--- config.mk ---
export PLATFORM = sky130hd
export DESIGN_NAME = demultiplexer4_hold
export DESIGN_NICKNAME = d
export VERILOG_FILES = /design/src/rtl/demultiplexer4_hold.sv
export SDC_FILE = /design/constraint.sdc
export NUM_CORES = 1
export LEC_CHECK = 0
export CORE_UTILIZATION = 46
export CTS_CLUSTER_SIZE = 8
export DETAILED_ROUTE_END_ITERATION = 6
export GPL_ROUTABILITY_DRIVEN = 0
export PLACE_DENSITY = 0.9
export RECOVER_POWER = 50
export SETUP_SLACK_MARGIN = 0.1
export SKIP_CTS_REPAIR_TIMING = 1
export SYNTH_ARGS = -nofsm -noshare
export SYNTH_HDL_FRONTEND = slang
export SYNTH_SLANG_ARGS = --single-unit
--- constraint.sdc ---
create_clock -name clk -period 2.1 [get_ports clk]
set_input_delay 0.42 -clock clk [delete_from_list [all_inputs] [get_ports clk]]
set_output_delay 0.42 -clock clk [all_outputs]
set_load 0.005 [all_outputs]
--- src/rtl/demultiplexer4_hold.sv ---
// Routes one WIDTH-bit value into one of four registered holding slots, each with valid/ready.
// Optional DEMUX4_BROADCAST_EN adds a bcast input that writes all four slots at once.
module demux4_slot #(
    parameter int WIDTH = 32
) (
    input  logic             clk,
    input  logic             reset_n,
    input  logic             wr,
    input  logic             rd,
    input  logic [WIDTH-1:0] data_in,
    output logic [WIDTH-1:0] data,
    output logic             valid
);
    // Write wins over pop so a same-cycle pop+write keeps the slot full.
    always_ff @(posedge clk or negedge reset_n) begin
        if (!reset_n) begin
            data  <= '0;
            valid <= 1'b0;
        end else begin
            if (wr)
                data <= data_in;
            if (wr)
                valid <= 1'b1;
            else if (rd)
                valid <= 1'b0;
        end
    end
endmodule

module demultiplexer4_hold #(
    parameter int WIDTH   = 32,
    parameter int COUNT_W = 8
) (
    input  logic               clk,
    input  logic               reset_n,
    input  logic               in_valid,
    output logic               in_ready,
    input  logic               address0,
    input  logic               address1,
    input  logic [WIDTH-1:0]   in_data,
`ifdef DEMUX4_BROADCAST_EN
    input  logic               bcast,
`endif
    output logic [WIDTH-1:0]   out0,
    output logic [WIDTH-1:0]   out1,
    output logic [WIDTH-1:0]   out2,
    output logic [WIDTH-1:0]   out3,
    output logic [3:0]         out_valid,
    input  logic [3:0]         out_ready,
    output logic [COUNT_W-1:0] wr_count
);
    localparam int NUM_SLOTS = 4;

    logic [1:0]                      sel;
    logic [NUM_SLOTS-1:0]            slot_free;
    logic [NUM_SLOTS-1:0]            wr_en;
    logic [NUM_SLOTS-1:0]            rd_en;
    logic [NUM_SLOTS-1:0][WIDTH-1:0] slot_data;
    logic                            accept;

    assign sel       = {address1, address0};
    assign slot_free = ~out_valid | out_ready;
    assign rd_en     = out_valid & out_ready;

`ifdef DEMUX4_BROADCAST_EN
    assign in_ready = bcast ? (&slot_free) : slot_free[sel];
`else
    assign in_ready = slot_free[sel];
`endif

    assign accept = in_valid & in_ready;

    always_comb begin
        wr_en = '0;
        for (int i = 0; i < NUM_SLOTS; i++) begin
`ifdef DEMUX4_BROADCAST_EN
            wr_en[i] = accept & (bcast | (sel == 2'(i)));
`else
            wr_en[i] = accept & (sel == 2'(i));
`endif
        end
    end

    for (genvar i = 0; i < NUM_SLOTS; i++) begin : g_slot
        demux4_slot #(.WIDTH(WIDTH)) u_slot (
            .clk     (clk),
            .reset_n (reset_n),
            .wr      (wr_en[i]),
            .rd      (rd_en[i]),
            .data_in (in_data),
            .data    (slot_data[i]),
            .valid   (out_valid[i])
        );
    end

    assign out0 = slot_data[0];
    assign out1 = slot_data[1];
    assign out2 = slot_data[2];
    assign out3 = slot_data[3];

    always_ff @(posedge clk or negedge reset_n) begin
        if (!reset_n)
            wr_count <= '0;
        else if (accept)
            wr_count <= wr_count + 1'b1;
    end
endmodule
==> impl_results.md <==
* Max-cap viol count at 1
* Post-synth EDFFs at 0
* Synth Warn # at 0
* Layout cells sized above 1 at 33.6%
* Synthesized instance count at 327
* Global-route wire length before repair at 21.1 mm
* Min Tclk post-route at 1.95 ns
* Routed WL at 13.0 mm
* Fin crit share at 93.1%
* Cell row count at 39
* Drt initial violations at 164
* Slew Limit Fails at 67
* FMAX at 512 MHz
* Detail Route Antenna Nets at 0
* Clock Pin Slew Worst Setup and Hold Paths at 0.05 ns
* Final Util at 70.2%
* Synth Area per Inst at 16.9 um^2
* Worst Path Arrival at 1.53 ns
* Syn-to-layout area delta at 47.2%
* Num CTS Buffers at 17
* # setup viols final at 0
* Final Hold Viols at 0
* PwrDens at 1080 mW/mm^2
* Largest net degree at the start of global routing at 69
* CP required at 1.68 ns
* DIE WIDTH at 111 um
* CTS Root Cell: clkbuf_16
* Grt total ovfl at 0
* Cell Area, Synth at 0.00551 mm^2
* Synth cell types at 25
* Startpoint types: flop
* Vias in the first global route at 3833
* # IOs at 182
* Status: finished, violations left
* Die Area at 0.0124 mm^2
* # fillers at 756
* Top-area cell type share of the netlist area at 63.6%
* Clock buffer depth at 2
* Hpwl dp at 8.96 mm
* Crit. End Element: primary output
* Clk_lat worst skew at 0.42 ns
* Core area at 0.0116 mm^2
* Starting Density at 47.7%
* CP max FO at 3
* TritonCTS clock tree: built
* Area of the multi-input gates at 0.00187 mm^2
* Area leader, netlist: dfrtp_1
* Port buffer count at 181
* Seq cells post-synth at 140
* Clock Skew at 0.00700 ns
* Drt first pass iters at 6
* Share of flip-flops with an asynchronous set or reset at 100%
* Clock sink count at 140
* Type of the most critical hold path: input port to flop
* DRC at 13
* Worst Setup Path Type: flop to primary output
* H-tree Lvls at 4
* Via count at 3493
* Initial antenna violation count at 1
* Placed cell area at 0.00758 mm^2
* Largest cells by area after synthesis: dfrtp_1 (64%), mux2_2 (19%), mux2_4 (8.2%)
* Violated checks: design-rule violations, max-capacitance violations, max-slew violations
* WL/cell at 19.1 um
* Design area at 0.00811 mm^2
* VDD IR-drop max at 618 uV
* Slew headroom at -13.8%
* Most common cell after layout, fill and taps aside: clkdlybuf4s50_1
* Reg area at 0.00350 mm^2
* LEAKAGE at 3.53 nW
* Die Height at 111 um
* Synthesized Nets at 369
* Slew @ Worst Pin at 1.71 ns
* Average via count per standard cell at 5.11
* Top FF cell, synth: dfrtp_1
* Sequential element share of the synthesized area at 63.6%
* Layout net count at 569
* RSZ-0062 raised after global routing: no
* Most frequent cells in the layout: clkdlybuf4s50_1 (173), dfrtp_1 (140), mux2_2 (95)
* Tot GR Track Use at 22.5%
## kinds of logic (layout without fill, tap and decap cells)
logic type / count (synthesis) / in the layout / synth area share [%]
buffers and inverters: 20 / 232 / 2.97
flip-flops: 140 / 140 / 63.6
AO/OA/AOI/OAI: 1 / 1 / 0.0907
multiplexers: 130 / 130 / 28.8
AND/OR/NAND/NOR: 28 / 28 / 3.22
XOR/XNOR: 7 / 7 / 1.11
other: 0 / 1 / 0
adder cells (fa/ha/maj): 1 / 1 / 0.227
## power breakdown
part	total, W	internal (W)	switching, W
registers	0.00367	0.00329	0.000380
logic	0.00227	0.00160	0.000675
clock network	0.00279	0.00174	0.00105
total	0.00873	0.00663	0.00210
## synth_stat cells, types with 3 or more instances
library cell    n
dfrtp_1       140
xnor2_1         7
mux2_1          4
mux2_4         30
nand2_1         9
nand3_1         3
buf_6           8
buf_2           5
nand2b_1        3
and3_1          4
mux2_2         95
buf_4           6
## worst paths after layout
check / start / end / slack (ns) / cells after the start
setup / recovery: g_slot[1].u_slot.valid / in_ready / 0.15 / 3
setup reg to reg: g_slot[1].u_slot.valid / wr_count[1] / 0.37 / 5
hold / removal: out_ready[3] / g_slot[3].u_slot.valid / 0.30 / 3
hold reg to reg: g_slot[1].u_slot.data[1] / g_slot[1].u_slot.data[1] / 0.49 / 1
min in group asynchronous: reset_n / g_slot[2].u_slot.data[8] / 0.43 / 1
max in group asynchronous: reset_n / g_slot[2].u_slot.data[2] / 0.51 / 2
## worst max-delay path, stage by stage, from the launching register on
cell,delay [ns]
dfrtp_1,0.41
nand2b_4,0.07
mux4_2,0.50
buf_6,0.14
## sequential cells by signal, indices dropped and copies added, names as in the netlist
| name | cells |
|---|---|
| g_slot.u_slot.data | 128 |
| g_slot.u_slot.valid | 4 |
| wr_count | 8 |
## layer usage
layer	GRT usage (%)	vias to the layer above	part of all wire (%)
met5	0	-	0
met4	9.64	0	1.9
met3	8.66	21	8.1
met2	37.1	132	49
met1	26.4	1798	41
li1	-	1542	-
## through the flow
step	TNS (ns)	hold WS (ns)	instances	worst slack [ns]	total power, W
floorplan	0	0.124	327	0.436	0.00442
global placement	-0.373	0.442	648	-0.289	0.00589
detailed placement	-0.427	0.456	648	-0.301	0.00599
CTS	-0.307	0.00846	679	-0.307	0.00883
global route	0	0.311	683	0.102	0.00913
finish	0	0.299	683	0.145	0.00873
## final cells by class
type	count	area share (%)
Timing Repair Buffer	200	24.7
Inverter	1	0.0463
Tap cell	143	2.21
Multi-Input combinational cell	167	23.0
Clock inverter	7	0.786
Antenna cell	1	0.0308
Sequential cell	140	43.2
Clock buffer	24	6.06
No activity file was read; power rests on OpenSTA's default activity.
